==> config.mk <==
export PLATFORM = sky130hd
export DESIGN_NAME = rhd_spi_slave_flat
export DESIGN_NICKNAME = d
export VERILOG_FILES = /design/src/rtl/rhd_spi_slave_if.sv /design/src/rtl/rhd_spi_slave.sv /design/src/flat_wrapper.sv
export SDC_FILE = /design/constraint.sdc
export NUM_CORES = 1
export LEC_CHECK = 0
export BUFFER_PORTS_ARGS = -buffer_cell sky130_fd_sc_hd__buf_2
export CORE_ASPECT_RATIO = 0.75
export CORE_MARGIN = 4
export CORE_UTILIZATION = 63
export CTS_BUF_LIST = sky130_fd_sc_hd__clkbuf_4
export CTS_CLUSTER_DIAMETER = 40
export DETAILED_ROUTE_END_ITERATION = 12
export PLACE_DENSITY = 0.87
export SYNTH_ARGS = -nofsm -noshare
export SYNTH_HDL_FRONTEND = slang
export SYNTH_SLANG_ARGS = --single-unit
export TNS_END_PERCENT = 100
==> constraint.sdc <==
create_clock -name i_clk -period 6.1 [get_ports i_clk]
set_input_delay 1.22 -clock i_clk [delete_from_list [all_inputs] [get_ports i_clk]]
set_output_delay 1.22 -clock i_clk [all_outputs]
set_load 0.02 [all_outputs]
==> src/rtl/rhd_spi_slave_if.sv <==
// Pin and sideband bundle between the RHD2164 emulator and its SPI master/host.
// The slave modport is the device view; the master modport drives the SPI pins and response words.
interface rhd_spi_slave_if;
  logic        i_sclk;
  logic        i_cs_n;
  logic        i_mosi;
  logic        o_miso;
  logic [15:0] i_tx_a;
  logic [15:0] i_tx_b;
  logic        i_tx_ddr;
  logic        o_load;
  logic [15:0] o_cmd;
  logic        o_cmd_valid;
  logic        o_frame_err;
  logic        o_busy;

  modport slave (
    input  i_sclk, i_cs_n, i_mosi, i_tx_a, i_tx_b, i_tx_ddr,
    output o_miso, o_load, o_cmd, o_cmd_valid, o_frame_err, o_busy
  );

  modport master (
    output i_sclk, i_cs_n, i_mosi, i_tx_a, i_tx_b, i_tx_ddr,
    input  o_miso, o_load, o_cmd, o_cmd_valid, o_frame_err, o_busy
  );
endinterface

==> src/rtl/rhd_spi_slave.sv <==
// Oversampled SPI responder emulating an RHD2164: captures 16-bit commands on MOSI
// and returns one word (normal) or two interleaved words A/B (DDR) on MISO.
module rhd_spi_slave #(
  parameter int SYNC_STAGES = 2
) (
  input  logic             i_clk,
  input  logic             i_rst,
  rhd_spi_slave_if.slave   bus
);

  typedef enum logic [1:0] {
    ST_IDLE,
    ST_SHIFT,
    ST_DONE
  } state_t;

  localparam int LAST = SYNC_STAGES - 1;

  logic [SYNC_STAGES-1:0] sclk_sync, cs_sync, mosi_sync;
  logic                   sclk_hist, cs_hist;
  logic                   sclk_s, cs_s, mosi_s;
  logic                   cs_fall, cs_rise, sck_rise, sck_fall;

  // NOTE: CS_n history resets low, so a CS_n already low when reset releases
  // produces no cs_fall and cannot start a frame in the middle of a transfer.
  always_ff @(posedge i_clk or negedge i_rst) begin
    if (!i_rst) begin
      sclk_sync <= '0;
      cs_sync   <= '0;
      mosi_sync <= '0;
      sclk_hist <= 1'b0;
      cs_hist   <= 1'b0;
    end else begin
      sclk_sync <= {sclk_sync[SYNC_STAGES-2:0], bus.i_sclk};
      cs_sync   <= {cs_sync[SYNC_STAGES-2:0],   bus.i_cs_n};
      mosi_sync <= {mosi_sync[SYNC_STAGES-2:0], bus.i_mosi};
      sclk_hist <= sclk_sync[LAST];
      cs_hist   <= cs_sync[LAST];
    end
  end

  assign sclk_s   = sclk_sync[LAST];
  assign cs_s     = cs_sync[LAST];
  assign mosi_s   = mosi_sync[LAST];
  assign cs_fall  =  cs_hist & ~cs_s;
  assign cs_rise  = ~cs_hist &  cs_s;
  assign sck_rise = ~sclk_hist &  sclk_s;
  assign sck_fall =  sclk_hist & ~sclk_s;

  state_t      state, state_d;
  logic [4:0]  rc, rc_d, fc, fc_d;
  logic [15:0] shreg, shreg_d;
  logic [15:0] cmd, cmd_d;
  logic [15:0] sh_a, sh_a_d, sh_b, sh_b_d;
  logic        sh_ddr, sh_ddr_d;
  logic        miso, miso_d;
  logic        load, load_d;
  logic        cmd_valid, cmd_valid_d;
  logic        frame_err, frame_err_d;

  always_ff @(posedge i_clk or negedge i_rst) begin
    if (!i_rst) begin
      state     <= ST_IDLE;
      rc        <= '0;
      fc        <= '0;
      shreg     <= '0;
      cmd       <= '0;
      sh_a      <= '0;
      sh_b      <= '0;
      sh_ddr    <= 1'b0;
      miso      <= 1'b0;
      load      <= 1'b0;
      cmd_valid <= 1'b0;
      frame_err <= 1'b0;
    end else begin
      state     <= state_d;
      rc        <= rc_d;
      fc        <= fc_d;
      shreg     <= shreg_d;
      cmd       <= cmd_d;
      sh_a      <= sh_a_d;
      sh_b      <= sh_b_d;
      sh_ddr    <= sh_ddr_d;
      miso      <= miso_d;
      load      <= load_d;
      cmd_valid <= cmd_valid_d;
      frame_err <= frame_err_d;
    end
  end

  // NOTE: every next-value is given a hold/default first so no path through the
  // case statement leaves a variable unassigned (which would infer a latch).
  always_comb begin
    state_d     = state;
    rc_d        = rc;
    fc_d        = fc;
    shreg_d     = shreg;
    cmd_d       = cmd;
    sh_a_d      = sh_a;
    sh_b_d      = sh_b;
    sh_ddr_d    = sh_ddr;
    miso_d      = miso;
    load_d      = 1'b0;
    cmd_valid_d = 1'b0;
    frame_err_d = 1'b0;

    unique case (state)
      ST_IDLE: begin
        miso_d = 1'b0;
        if (cs_fall) begin
          sh_a_d   = bus.i_tx_a;
          sh_b_d   = bus.i_tx_b;
          sh_ddr_d = bus.i_tx_ddr;
          load_d   = 1'b1;
          rc_d     = '0;
          fc_d     = '0;
          // Normal mode presents A[15] before the first SCLK rise; DDR waits for rise 1.
          miso_d   = bus.i_tx_ddr ? 1'b0 : bus.i_tx_a[15];
          state_d  = ST_SHIFT;
        end
      end

      ST_SHIFT: begin
        if (cs_rise) begin
          frame_err_d = 1'b1;
          miso_d      = 1'b0;
          state_d     = ST_IDLE;
        end else begin
          if (sck_rise && rc < 5'd16) begin
            shreg_d = {shreg[14:0], mosi_s};
            rc_d    = rc + 5'd1;
            if (sh_ddr) miso_d = sh_a[4'd15 - rc[3:0]];
            if (rc == 5'd15) begin
              cmd_d       = {shreg[14:0], mosi_s};
              cmd_valid_d = 1'b1;
              state_d     = ST_DONE;
            end
          end
          if (sck_fall && fc < 5'd16) begin
            fc_d = fc + 5'd1;
            if (sh_ddr)          miso_d = sh_b[4'd15 - fc[3:0]];
            else if (fc < 5'd15) miso_d = sh_a[4'd14 - fc[3:0]];
          end
        end
      end

      ST_DONE: begin
        if (cs_rise) begin
          miso_d  = 1'b0;
          state_d = ST_IDLE;
        end else if (sck_fall && fc == 5'd15) begin
          // Falling edge 16: DDR still owes B[0]; normal mode parks MISO low.
          fc_d   = 5'd16;
          miso_d = sh_ddr ? sh_b[0] : 1'b0;
        end
      end

      default: state_d = ST_IDLE;
    endcase
  end

  assign bus.o_miso      = miso;
  assign bus.o_load      = load;
  assign bus.o_cmd       = cmd;
  assign bus.o_cmd_valid = cmd_valid;
  assign bus.o_frame_err = frame_err;
  assign bus.o_busy      = (state != ST_IDLE);

endmodule

==> src/flat_wrapper.sv <==
// flat-port wrapper written by rule: the top's interface ports become plain ports
module rhd_spi_slave_flat 
#(
  parameter int SYNC_STAGES = 2
)
  (i_clk, i_rst, bus_i_sclk, bus_i_cs_n, bus_i_mosi, bus_i_tx_a, bus_i_tx_b, bus_i_tx_ddr, bus_o_miso, bus_o_load, bus_o_cmd, bus_o_cmd_valid, bus_o_frame_err, bus_o_busy);
  rhd_spi_slave_if bus_i ();
  input  logic i_clk;
  input  logic i_rst;
  input wire logic [$bits(bus_i.i_sclk)-1:0] bus_i_sclk;
  input wire logic [$bits(bus_i.i_cs_n)-1:0] bus_i_cs_n;
  input wire logic [$bits(bus_i.i_mosi)-1:0] bus_i_mosi;
  input wire logic [$bits(bus_i.i_tx_a)-1:0] bus_i_tx_a;
  input wire logic [$bits(bus_i.i_tx_b)-1:0] bus_i_tx_b;
  input wire logic [$bits(bus_i.i_tx_ddr)-1:0] bus_i_tx_ddr;
  output wire logic [$bits(bus_i.o_miso)-1:0] bus_o_miso;
  output wire logic [$bits(bus_i.o_load)-1:0] bus_o_load;
  output wire logic [$bits(bus_i.o_cmd)-1:0] bus_o_cmd;
  output wire logic [$bits(bus_i.o_cmd_valid)-1:0] bus_o_cmd_valid;
  output wire logic [$bits(bus_i.o_frame_err)-1:0] bus_o_frame_err;
  output wire logic [$bits(bus_i.o_busy)-1:0] bus_o_busy;
  assign bus_i.i_sclk = bus_i_sclk;
  assign bus_i.i_cs_n = bus_i_cs_n;
  assign bus_i.i_mosi = bus_i_mosi;
  assign bus_i.i_tx_a = bus_i_tx_a;
  assign bus_i.i_tx_b = bus_i_tx_b;
  assign bus_i.i_tx_ddr = bus_i_tx_ddr;
  assign bus_o_miso = bus_i.o_miso;
  assign bus_o_load = bus_i.o_load;
  assign bus_o_cmd = bus_i.o_cmd;
  assign bus_o_cmd_valid = bus_i.o_cmd_valid;
  assign bus_o_frame_err = bus_i.o_frame_err;
  assign bus_o_busy = bus_i.o_busy;
  rhd_spi_slave #(.SYNC_STAGES(SYNC_STAGES)) u_core (.i_clk(i_clk), .i_rst(i_rst), .bus(bus_i));
endmodule
# Word-level counts from Yosys, hierarchy flattened
# Index checks and enable logic that the tools add are counted.
[totals]
regBits = 88
latch_bits = 0
mem_bits_rw = 0
mem_bits_ro = 0
in_bits = 38
output_inout_bits = 21
word_cells = 106
mem_count = 0
[op_classes]
addsub = 5
mul = 0
div = 0
magnitude_cmp = 6
n_eq_ne = 14
shifts = 0
n_mux = 41
bitwise_logic = 9
n_reduce_logical = 14
[ops]
columns = ["op", "count"]
rows = [
  ["$mux W5", 7],
  ["$mux W1", 22],
  ["$lt A4 B5 Y1 const B", 3],
  ["$pmux W5 S3", 1],
  ["$bmux W1 S4", 3],
  ["$reduce_and A4 Y1", 3],
  ["$sub A4 B4 Y4 const A", 3],
  ["$add A5 B1 Y5 const B", 2],
  ["$eq A5 B4 Y1 const B", 2],
  ["$lt A5 B5 Y1 const B", 2],
  ["$mux W2", 5],
  ["$ne A2 B1 Y1 const B", 5],
  ["$pmux W5 S2", 1],
  ["$ne A3 B1 Y1 const B", 3],
  ["$pmux W2 S3", 1],
  ["$reduce_and A6 Y1", 1],
  ["$lt A5 B4 Y1 const B", 1],
  ["$not A1 Y1", 5],
  ["$and A1 B1 Y1", 4],
  ["$ne A2 B2 Y1 const B", 2],
  ["$reduce_and A2 Y1", 2],
  ["$reduce_bool A2 Y1", 2],
  ["$logic_and A1 B1 Y1", 3],
  ["$pmux W1 S3", 1],
  ["other kinds (5)", 5],
]

# Longest topological paths before layout
# Gate-level depths: netlist of the first run.
[depth]
word_depth = 10
depth_mapped = 8
depth_no_buf = 8

# Worst setup path before layout of the first run
# OpenSTA, ideal clock, no wires.
[synth_path]
path_kind = "input port to flip-flop"
startpoint = "input bus_i_tx_a[15]"
endpoint = "register u_core.miso (netlist: u_core.bus.o_miso)"
setup_time_ns = 0.087
arrival_time_ns = 2.241
t_required_ns = 6.013
path_slack_ns = 3.773
path_stages = 4
path_buffers = 0
path_cell_list = "nor4bb_1 -> o211ai_1 -> or4_1 -> o211ai_1"
[synth_via]
elab_chain_len = 3
[synth_lines]
columns = ["item", "line", "text"]
rows = [
  ["from (decl)", "flat_wrapper.sv:13", "input wire logic [$bits(bus_i.i_tx_a)-1:0] bus_i_tx_a;"],
  ["$mux W1", "rhd_spi_slave.sv:118", "miso_d = bus.i_tx_ddr ? 1'b0 : bus.i_tx_a[15];"],
  ["$mux W1", "rhd_spi_slave.sv:110", "if (cs_fall) begin"],
  ["$pmux W1 S3", "rhd_spi_slave.sv:107", "unique case (state)"],
  ["to (signal assigned)", "rhd_spi_slave.sv:84", "miso <= miso_d;"],
  ["to (decl)", "rhd_spi_slave.sv:56", "logic miso, miso_d;"],
]
# No other way between the ends.
# A chain may end at the register's enable or synchronous reset.

# Final worst setup path of the first run
[layout_path]
startpoint = "register u_core.state[0]"
endpoint = "output bus_o_busy"
[layout_via]
elab_chain_len = 1
[layout_lines]
columns = ["item", "line", "text"]
rows = [
  ["from (decl)", "rhd_spi_slave.sv:50", "state_t state, state_d;"],
  ["from (signal assigned)", "rhd_spi_slave.sv:76", "state <= state_d;"],
  ["$reduce_bool A2 Y1", "rhd_spi_slave.sv:167", "assign bus.o_busy = (state != ST_IDLE);"],
  ["to (decl)", "flat_wrapper.sv:21", "output wire logic [$bits(bus_i.o_busy)-1:0] bus_o_busy;"],
]
# No other way between the ends.

==> impl_metrics.env, run 1 <==
export IMPL_relSlewSlack_pct=45.9
export IMPL_place_gp_congestion=0.787
export IMPL_synth_nets=332
export IMPL_clk_pin_slew_worst_paths_ns=0.13
export IMPL_clockBufferDepth=2
export IMPL_p_leak_nw=2.11
export IMPL_timing_rr_start="u_core.fc[1]"
export IMPL_skew_ns=0.0124
export IMPL_worstSetupPathType="reg2out"
export IMPL_drc_errors=0
export IMPL_ir_drop_uv=279
export IMPL_grt_pass1_vias=2646
export IMPL_fp_coreArea_mm2=0.00601
export IMPL_place_ws_ns=3.53
export IMPL_power_density_mw_per_mm2=388
export IMPL_syn_to_final_growth_pct=10.3
export IMPL_viasPerCell=5.97
export IMPL_status="completed"
export IMPL_critPathMostFrequentCell="inv_1"
export IMPL_timing_rr_end="u_core.fc[3]"
export IMPL_htree_num_levels=3
export IMPL_synth_seq_cells=88
export IMPL_yosys_warnings=0
export IMPL_synth_avg_cell_area_um2=14.0
export IMPL_crit_chain="inv_1 -> ha_1 -> inv_1 -> buf_2"
export IMPL_crit_end="bus_o_busy"
export IMPL_slew_violations=0
export IMPL_fmax_mhz=348
export IMPL_finalSetupViolCount=0
export IMPL_die_h_um=77.1
export IMPL_synth_top_area_share_pct=54.9
export IMPL_async_flop_share_pct=100
export IMPL_cp_top_family="flip-flops"
export IMPL_synth_cell_types=47
export IMPL_initial_core_util_pct=66.8
export IMPL_cp_max_fo=8
export IMPL_dpl_cell_count=409
export IMPL_ctsHoldBuffers=0
export IMPL_grt_overflow_total=0
export IMPL_final_nets=388
export IMPL_syn_area_mm2=0.00401
export IMPL_routed_wl_mm=7.49
export IMPL_antenna_cells=0
export IMPL_min_period_ns=2.88
export IMPL_worst_slew_pin_slew_ns=0.809
export IMPL_grt_pass1_wl_mm=12.9
export IMPL_synth_ff_type="dfrtp_1"
export IMPL_synth_commonest_cells="dfrtp_1, mux2_2, o21ai_0"
export IMPL_hold_class="reg2reg"
export IMPL_period_share_pct=47.2
export IMPL_post_cts_buffers=0
export IMPL_antenna_found_initial=0
export IMPL_dieArea_mm2=0.00772
export IMPL_rsz0062_at_grt="false"
export IMPL_rows=24
export IMPL_clk_latency_ns=0.43
export IMPL_synthMostInstantiatedCell="dfrtp_1"
export IMPL_vias=2537
export IMPL_critical_path_max_stage_delay_ns=0.45
export IMPL_cts_tree="done"
export IMPL_dr_pass1_iters=4
export IMPL_io_buffers=58
export IMPL_required_ns=4.88
export IMPL_final_cells=425
export IMPL_fin_util_pct=73.7
export IMPL_synth_top_area_cell="dfrtp_1"
export IMPL_synth_edf_count=0
export IMPL_end_kind="output port"
export IMPL_root_buffer="clkbuf_4"
export IMPL_setup_ws_ns=3.22
export IMPL_drive_above_1_share_pct=40.9
export IMPL_path_depth=4
export IMPL_grt_max_degree=52
export IMPL_ctsResizeCount=0
export IMPL_maxCapViolCount=0
export IMPL_synthCells=286
export IMPL_cts_sinks=88
export IMPL_hold_path_depth=0
export IMPL_crit_path_start="u_core.state[0]"
export IMPL_final_setup_tns_ns=0
export IMPL_hold_viol=0
export IMPL_path_buf_inv=3
export IMPL_die_w_um=100
export IMPL_ant_nets=0
export IMPL_ff2ff_setup_slack_ns=3.46
export IMPL_drtIter0Drc=101
export IMPL_crit_slowest_cell="dfrtp_1"
export IMPL_wl_per_cell_um=17.6
export IMPL_worst_r2r_cell_count=8
export IMPL_power_mw=1.72
export IMPL_ys_seq_area_share_pct=54.9
export IMPL_crit_path_start_kind="register"
export IMPL_hpwl_mm=5.56
export IMPL_ioPinCount=59
export IMPL_synth_area_leaders="dfrtp_1, mux2_2, mux4_2, mux2_1, ha_1"
export IMPL_cts_inserted_buffers=9
export IMPL_grt_use_total_pct=21.3
export IMPL_crit_arrival_ns=1.66
==> cells in the final DEF, fill, tap and decap left out, drive strengths merged, types with 3 or more instances in the layout <==
| cell type | netlist | layout |
|---|---|---|
| a21oi | 5 | 5 |
| a31oi | 3 | 3 |
| buf | 9 | 59 |
| clkbuf | 5 | 9 |
| clkinv | 0 | 3 |
| dfrtp | 88 | 88 |
| ha | 8 | 8 |
| inv | 12 | 14 |
| mux2 | 65 | 65 |
| mux4 | 14 | 14 |
| nand2 | 11 | 11 |
| nand3 | 7 | 7 |
| nor2 | 9 | 9 |
| o21ai | 15 | 15 |
| o221ai | 3 | 3 |
==> per-layer routing <==
metal	up-vias	part of all wire, %	track usage (%)
met4	0	0.91	5.79
met2	75	50	33.9
met5	-	0	0
met3	10	6.4	5.89
li1	1164	-	-
met1	1288	43	29.1
==> cell families (layout without fill, tap and decap cells) <==
family | after synthesis | in the layout | share of synthesized area [%]
compound gates | 40 | 40 | 6.49
xor+xnor | 1 | 1 | 0.218
simple gates | 42 | 42 | 5.43
fa+ha+maj | 8 | 8 | 2.49
buf+inv | 26 | 87 | 3.62
mux | 81 | 81 | 26.9
flops | 88 | 88 | 54.9
==> stage by stage <==
step,hold slack (ns),instance area (µm²)
floorplan,0.331,4010
global placement,0.332,4310
detailed placement,0.336,4310
CTS,0.367,4420
global route,0.385,4420
finish,0.362,4420
==> registers in the layout (all words and copies together), names as in the netlist <==
| name | flops |
|---|---|
| u_core.bus.o_cmd | 16 |
| u_core.sh_a | 16 |
| u_core.sh_b | 16 |
| u_core.shreg | 15 |
| u_core.fc | 5 |
| u_core.rc | 5 |
| u_core.cs_sync | 2 |
| u_core.mosi_sync | 2 |
| u_core.sclk_sync | 2 |
| u_core.state | 2 |
| u_core.bus.o_cmd_valid | 1 |
| u_core.bus.o_frame_err | 1 |
| u_core.bus.o_load | 1 |
| u_core.bus.o_miso | 1 |
| u_core.cs_hist | 1 |
| u_core.sclk_hist | 1 |
| u_core.sh_ddr | 1 |
==> worst register-to-register path, stage by stage, from the launching register on <==
cell and delay (ns):
dfrtp_1 0.61, ha_1 0.32, and3_1 0.18, ha_1 0.14, nand3b_1 0.14, a221o_1 0.33, a211o_1 0.37, or2_0 0.28
o31ai_1 0.20
==> worst min-delay path by stage <==
stage                        start                   to  slack, ns
2_1_floorplan    u_core.cs_sync[0]    u_core.cs_sync[1]       0.33
3_3_place_gp     u_core.cs_sync[0]    u_core.cs_sync[1]       0.33
3_5_place_dp   u_core.mosi_sync[0]  u_core.mosi_sync[1]       0.34
4_1_cts        u_core.mosi_sync[0]  u_core.mosi_sync[1]       0.37
5_1_grt        u_core.sclk_sync[0]  u_core.sclk_sync[1]       0.39
6_report       u_core.mosi_sync[0]  u_core.mosi_sync[1]       0.36
==> area by class of cell <==
| cell class | count | area, µm² |
|---|---|---|
| clock buffer | 9 | 67.6 |
| clock inverter | 7 | 46.3 |
| fill | 406 | 1580 |
| inverter | 12 | 45.0 |
| multi-input combinational | 172 | 1670 |
| sequential | 88 | 2200 |
| tap | 78 | 97.6 |
| timing repair buffer | 59 | 300 |
==> power breakdown <==
| group | switching (mW) | total (mW) | internal (mW) |
|---|---|---|---|
| Combinational | 0.249 | 0.567 | 0.318 |
| Clock | 0.196 | 0.279 | 0.0838 |
| Sequential | 0.135 | 0.871 | 0.736 |
| Total | 0.579 | 1.72 | 1.14 |
(Power assumes the default switching activity.)
==> run 2, diff against run 1 <==
--- a/config.mk
+++ b/config.mk
@@ -8,11 +8,11 @@
 export BUFFER_PORTS_ARGS = -buffer_cell sky130_fd_sc_hd__buf_2
 export CORE_ASPECT_RATIO = 0.75
 export CORE_MARGIN = 4
-export CORE_UTILIZATION = 63
+export CORE_UTILIZATION = 59
 export CTS_BUF_LIST = sky130_fd_sc_hd__clkbuf_4
 export CTS_CLUSTER_DIAMETER = 40
 export DETAILED_ROUTE_END_ITERATION = 12
-export PLACE_DENSITY = 0.87
+export PLACE_DENSITY = 0.82
 export SYNTH_ARGS = -nofsm -noshare
 export SYNTH_HDL_FRONTEND = slang
 export SYNTH_SLANG_ARGS = --single-unit
==> constraint.sdc (replaced) <==
create_clock -name i_clk -period 2.86 [get_ports i_clk]
set_input_delay 0.572 -clock i_clk [delete_from_list [all_inputs] [get_ports i_clk]]
set_output_delay 0.572 -clock i_clk [all_outputs]
set_load 0.02 [all_outputs]
==> run 2 against run 1 <==
Non-clock buffer count increased by 4. Sequential cell count did not move. Setup slack got worse by 3.0 ns. Cell count rose by 1.6%. Hold slack lost 0.30 ns. Combinational power is 120% higher. Highest routed layer unchanged. Die area is 6.1% higher. Clock skew is 0.0051 ns higher. Critical path depth is 2 higher. Critical endpoint is now u_core.bus.o_miso.
==> impl_metrics.env, run 2 (synthesis results as in run 1) <==
export IMPL_wl_per_cell_um=16.9
export IMPL_seqCellArea_mm2=0.00220
export IMPL_place_gp_congestion=0.811
export IMPL_final_cells=432
export IMPL_ff2ff_setup_slack_ns=0.27
export IMPL_power_density_mw_per_mm2=834
export IMPL_hold_class="in2async"
export IMPL_timing_hold_ws_ns=0.0583
export IMPL_postPlaceCellArea_mm2=0.00436
export IMPL_ir_drop_uv=433
export IMPL_worst_r2r_cell_count=6
export IMPL_final_setup_tns_ns=0
export IMPL_dieArea_mm2=0.00820
export IMPL_initial_core_util_pct=62.3
export IMPL_grt_pass1_vias=2620
export IMPL_clk_pin_slew_worst_paths_ns=0.14
export IMPL_clockBufferDepth=2
export IMPL_design_area_mm2=0.00450
export IMPL_setup_ws_ns=0.271
export IMPL_fin_util_pct=69.8
export IMPL_maxCapViolCount=0
export IMPL_ant_nets=0
export IMPL_worst_slew_pin_slew_ns=0.644
export IMPL_min_period_ns=2.59
export IMPL_power_mw=3.75
export IMPL_rsz0062_at_grt="false"
export IMPL_grt_overflow_total=0
export IMPL_fillers=478
export IMPL_grt_use_total_pct=20.5
export IMPL_ctsHoldBuffers=0
export IMPL_mostFrequentLayoutCells="dfrtp_1, buf_2, mux2_2, o21ai_0"
export IMPL_cts_sinks=88
export IMPL_worstSetupPathType="reg2reg"
export IMPL_htree_num_levels=3
export IMPL_post_cts_buffers=0
export IMPL_syn_to_final_growth_pct=12.1
export IMPL_hold_viol=0
export IMPL_place_ws_ns=0.309
export IMPL_hpwl_mm=5.27
export IMPL_drive_above_1_share_pct=41.6
export IMPL_grt_pass1_wl_mm=12.8
export IMPL_io_buffers=58
export IMPL_dr_pass1_iters=4
export IMPL_viasPerCell=5.90
export IMPL_timing_rr_end="u_core.bus.o_miso"
export IMPL_ctsResizeCount=0
export IMPL_cts_inserted_buffers=9
export IMPL_die_h_um=79.4
export IMPL_grt_max_degree=55
export IMPL_skew_ns=0.0175
export IMPL_period_share_pct=90.5
export IMPL_required_ns=3.18
export IMPL_final_nets=392
export IMPL_grt_use_met2_pct=30.7
export IMPL_clk_latency_ns=0.44
export IMPL_die_w_um=103
export IMPL_busiest_layer="met2"
export IMPL_antenna_cells=0
export IMPL_root_buffer="clkbuf_4"
export IMPL_fmax_mhz=386
export IMPL_status="completed"
export IMPL_rows=25
export IMPL_ioPinCount=59
export IMPL_timing_rr_start="u_core.fc[0]"
export IMPL_slew_violations=0
export IMPL_end_kind="register"
export IMPL_crit_path_start_kind="register"
export IMPL_relSlewSlack_pct=57.0
export IMPL_layout_commonest_cell="dfrtp_1"
export IMPL_fp_coreArea_mm2=0.00644
export IMPL_cts_tree="done"
export IMPL_drtIter0Drc=139
export IMPL_use_met3_pct=7.42
export IMPL_cp_max_fo=10
export IMPL_routed_wl_mm=7.29
export IMPL_antenna_found_initial=0
export IMPL_crit_arrival_ns=2.91
export IMPL_dpl_cell_count=416
export IMPL_drc_errors=0
export IMPL_finalSetupViolCount=0
export IMPL_multi_input_area_mm2=0.00167
export IMPL_grtUsageMet1_pct=28.5
export IMPL_vias=2548
export IMPL_p_leak_nw=2.14
## run 2: layer usage
layer  routed length [µm]  vias to the layer above
li1                     -                     1173
met1                 3350                     1299
met2                 3430                       67
met3                  410                        9
met4                   91                        0
met5                    0                        -
## run 2: power breakdown
| group | leakage, nW | switching [mW] | internal, mW |
|---|---|---|---|
| logic | 0.949 | 0.532 | 0.695 |
| clock network | 0.0618 | 0.421 | 0.264 |
| registers | 1.13 | 0.269 | 1.57 |
| total | 2.14 | 1.22 | 2.53 |
## run 2: worst max path at each step
stage	from	to	slack, ns	depth (start not counted)
global placement	u_core.fc[0]	u_core.bus.o_miso	0.42	6
global route	u_core.fc[0]	u_core.fc[3]	0.18	8
finish	u_core.fc[0]	u_core.bus.o_miso	0.27	6
detailed placement	u_core.fc[0]	u_core.bus.o_miso	0.31	6
floorplan	u_core.fc[0]	u_core.bus.o_miso	0.65	7
CTS	u_core.fc[0]	u_core.bus.o_miso	0.28	6
## run 2: area by class of cell
cell class,instances,area share (%)
repair buffers,63,7.62
clock buffers,9,1.50
inverters,12,1.00
flip-flops and latches,88,49.0
clock inverters,7,1.61
well taps,81,2.25
multi-input cells,172,37.0
## run 2: critical path, stage by stage (launching register included)
cell	delay (ns)
dfrtp_1	0.56
ha_1	0.51
mux4_1	0.60
mux4_2	0.47
a21oi_1	0.14
or4_1	0.12
o211ai_1	0.08
==> run 3, diff against run 2 <==
--- a/config.mk
+++ b/config.mk
@@ -8,11 +8,11 @@
 export BUFFER_PORTS_ARGS = -buffer_cell sky130_fd_sc_hd__buf_2
 export CORE_ASPECT_RATIO = 0.75
 export CORE_MARGIN = 4
-export CORE_UTILIZATION = 59
+export CORE_UTILIZATION = 55
 export CTS_BUF_LIST = sky130_fd_sc_hd__clkbuf_4
 export CTS_CLUSTER_DIAMETER = 40
 export DETAILED_ROUTE_END_ITERATION = 12
-export PLACE_DENSITY = 0.82
+export PLACE_DENSITY = 0.77
 export SYNTH_ARGS = -nofsm -noshare
 export SYNTH_HDL_FRONTEND = slang
 export SYNTH_SLANG_ARGS = --single-unit
==> run 3 against run 2 <==
Utilization fell by 4.4 points. Non-clock buffer count up 1. Sequential cell count unchanged. First-iteration DRC count shrank 39%. Critical path type unchanged. Register-to-register slack better by 0.26 ns. Largest cell class unchanged.
==> impl_metrics.env, run 3 (synthesis results as in run 1) <==
export IMPL_status="completed"
export IMPL_slew_violations=0
export IMPL_viasPerCell=5.50
export IMPL_finalSetupViolCount=0
export IMPL_skew_ns=0.0141
export IMPL_ioPinCount=59
export IMPL_worst_r2r_cell_count=6
export IMPL_fillers=562
export IMPL_ctsResizeCount=0
export IMPL_min_period_ns=2.33
export IMPL_p_sw_share_pct=31.6
export IMPL_p_leak_nw=2.17
export IMPL_hold_class="in2async"
export IMPL_routed_wl_mm=7.19
export IMPL_die_w_um=107
export IMPL_crit_arrival_ns=2.64
export IMPL_wl_per_cell_um=16.0
export IMPL_maxCapViolCount=0
export IMPL_timing_rr_start="u_core.fc[0]"
export IMPL_vias=2475
export IMPL_dr_pass1_iters=4
export IMPL_cts_sinks=88
export IMPL_cts_tree="done"
export IMPL_rows=26
export IMPL_internal_power_mw=2.64
export IMPL_pwr_share_seq_pct=47.2
export IMPL_fin_util_pct=65.4
export IMPL_dieArea_mm2=0.00874
export IMPL_ff2ff_setup_slack_ns=0.53
export IMPL_hpwl_mm=5.18
export IMPL_p_sw_mw=1.22
export IMPL_crit_chain="ha_1 -> mux4_1 -> mux4_2 -> a21oi_1 -> or4_1 -> o211ai_1"
export IMPL_place_ws_ns=0.538
export IMPL_htree_num_levels=3
export IMPL_antenna_found_initial=0
export IMPL_mostFrequentLayoutCells="dfrtp_1, buf_2, mux2_2, o21ai_0"
export IMPL_place_gp_congestion=0.814
export IMPL_cp_max_fo=5
export IMPL_timing_rr_end="u_core.bus.o_miso"
export IMPL_crit_path_start="u_core.fc[0]"
export IMPL_clk_pin_slew_worst_paths_ns=0.14
export IMPL_worstSetupPathType="reg2reg"
export IMPL_clockBufferDepth=2
export IMPL_critical_path_max_stage_delay_ns=0.58
export IMPL_grt_overflow_total=0
export IMPL_timing_hold_ws_ns=0.0805
export IMPL_fmax_mhz=430
export IMPL_grt_use_total_pct=18.3
export IMPL_fp_coreArea_mm2=0.00696
export IMPL_crit_slowest_cell="mux4_1"
export IMPL_p_comb_share_pct=32.2
export IMPL_period_share_pct=81.4
export IMPL_ir_drop_uv=517
export IMPL_grt_max_degree=53
export IMPL_root_buffer="clkbuf_4"
export IMPL_ant_nets=0
export IMPL_antenna_cells=0
export IMPL_worst_slew_pin_slew_ns=0.629
export IMPL_cts_inserted_buffers=9
export IMPL_drtIter0Drc=85
export IMPL_crit_path_start_kind="register"
export IMPL_cp_top_family="multiplexers"
export IMPL_syn_to_final_growth_pct=13.5
export IMPL_layout_commonest_cell="dfrtp_1"
export IMPL_ctsHoldBuffers=0
export IMPL_die_h_um=82.0
export IMPL_power_density_mw_per_mm2=847
export IMPL_final_setup_tns_ns=0
export IMPL_setup_ws_ns=0.533
export IMPL_final_nets=393
export IMPL_drive_above_1_share_pct=42.0
export IMPL_relSlewSlack_pct=57.9
export IMPL_path_depth=6
export IMPL_clk_latency_ns=0.43
export IMPL_post_cts_buffers=0
export IMPL_grt_pass1_wl_mm=12.5
export IMPL_end_kind="register"
export IMPL_io_buffers=58
export IMPL_rsz0062_at_grt="false"
export IMPL_hold_viol=0
export IMPL_initial_core_util_pct=57.6
export IMPL_path_buf_inv=0
export IMPL_p_clk_share_pct=20.6
export IMPL_grt_pass1_vias=2534
export IMPL_drc_errors=0
export IMPL_required_ns=3.17
-- run 3: cell type report --
type | instances | area (µm²) | area share, %
clock inverter | 7 | 101 | 2.23
multi-input combinational | 172 | 1670 | 36.6
timing repair buffer | 64 | 350 | 7.69
tap | 98 | 123 | 2.69
inverter | 12 | 45.0 | 0.989
clock buffer | 9 | 67.6 | 1.48
sequential | 88 | 2200 | 48.4
-- run 3: per-stage QoR --
step	instances	instance area, µm²	power [mW]
final	450	4550	3.86
after global routing	450	4550	4.13
after CTS	450	4550	3.89
after detailed placement	434	4390	3.09
after global placement	434	4390	3.03
after floorplan	286	4010	2.79
-- run 3: how the worst max path moves through the flow --
stage	endpoint	slack, ns
2_1_floorplan	u_core.bus.o_miso	0.65
3_3_place_gp	u_core.bus.o_miso	0.59
3_5_place_dp	u_core.bus.o_miso	0.54
4_1_cts	u_core.bus.o_miso	0.53
5_1_grt	u_core.fc[3]	0.39
6_report	u_core.bus.o_miso	0.53
-- run 3: power by group through the flow --
| stage | registers, mW | logic [mW] | clock network (mW) |
|---|---|---|---|
| after floorplan | 1.75 | 1.04 | 0 |
| after global placement | 1.83 | 1.20 | 0 |
| after detailed placement | 1.85 | 1.24 | 0 |
| after CTS | 1.82 | 1.25 | 0.825 |
| after global routing | 1.87 | 1.38 | 0.879 |
| final | 1.82 | 1.24 | 0.796 |
-- run 3: per-layer routing --
metal / up-vias / share of wire, % / global-route usage [%] / wire length [µm]
li1: 1173 / - / - / -
met1: 1239 / 48 / 26.0 / 3440
met2: 59 / 46 / 28.2 / 3340
met3: 4 / 5.4 / 5.11 / 390
met4: 0 / 0.33 / 4.98 / 24
met5: - / 0 / 0 / 0
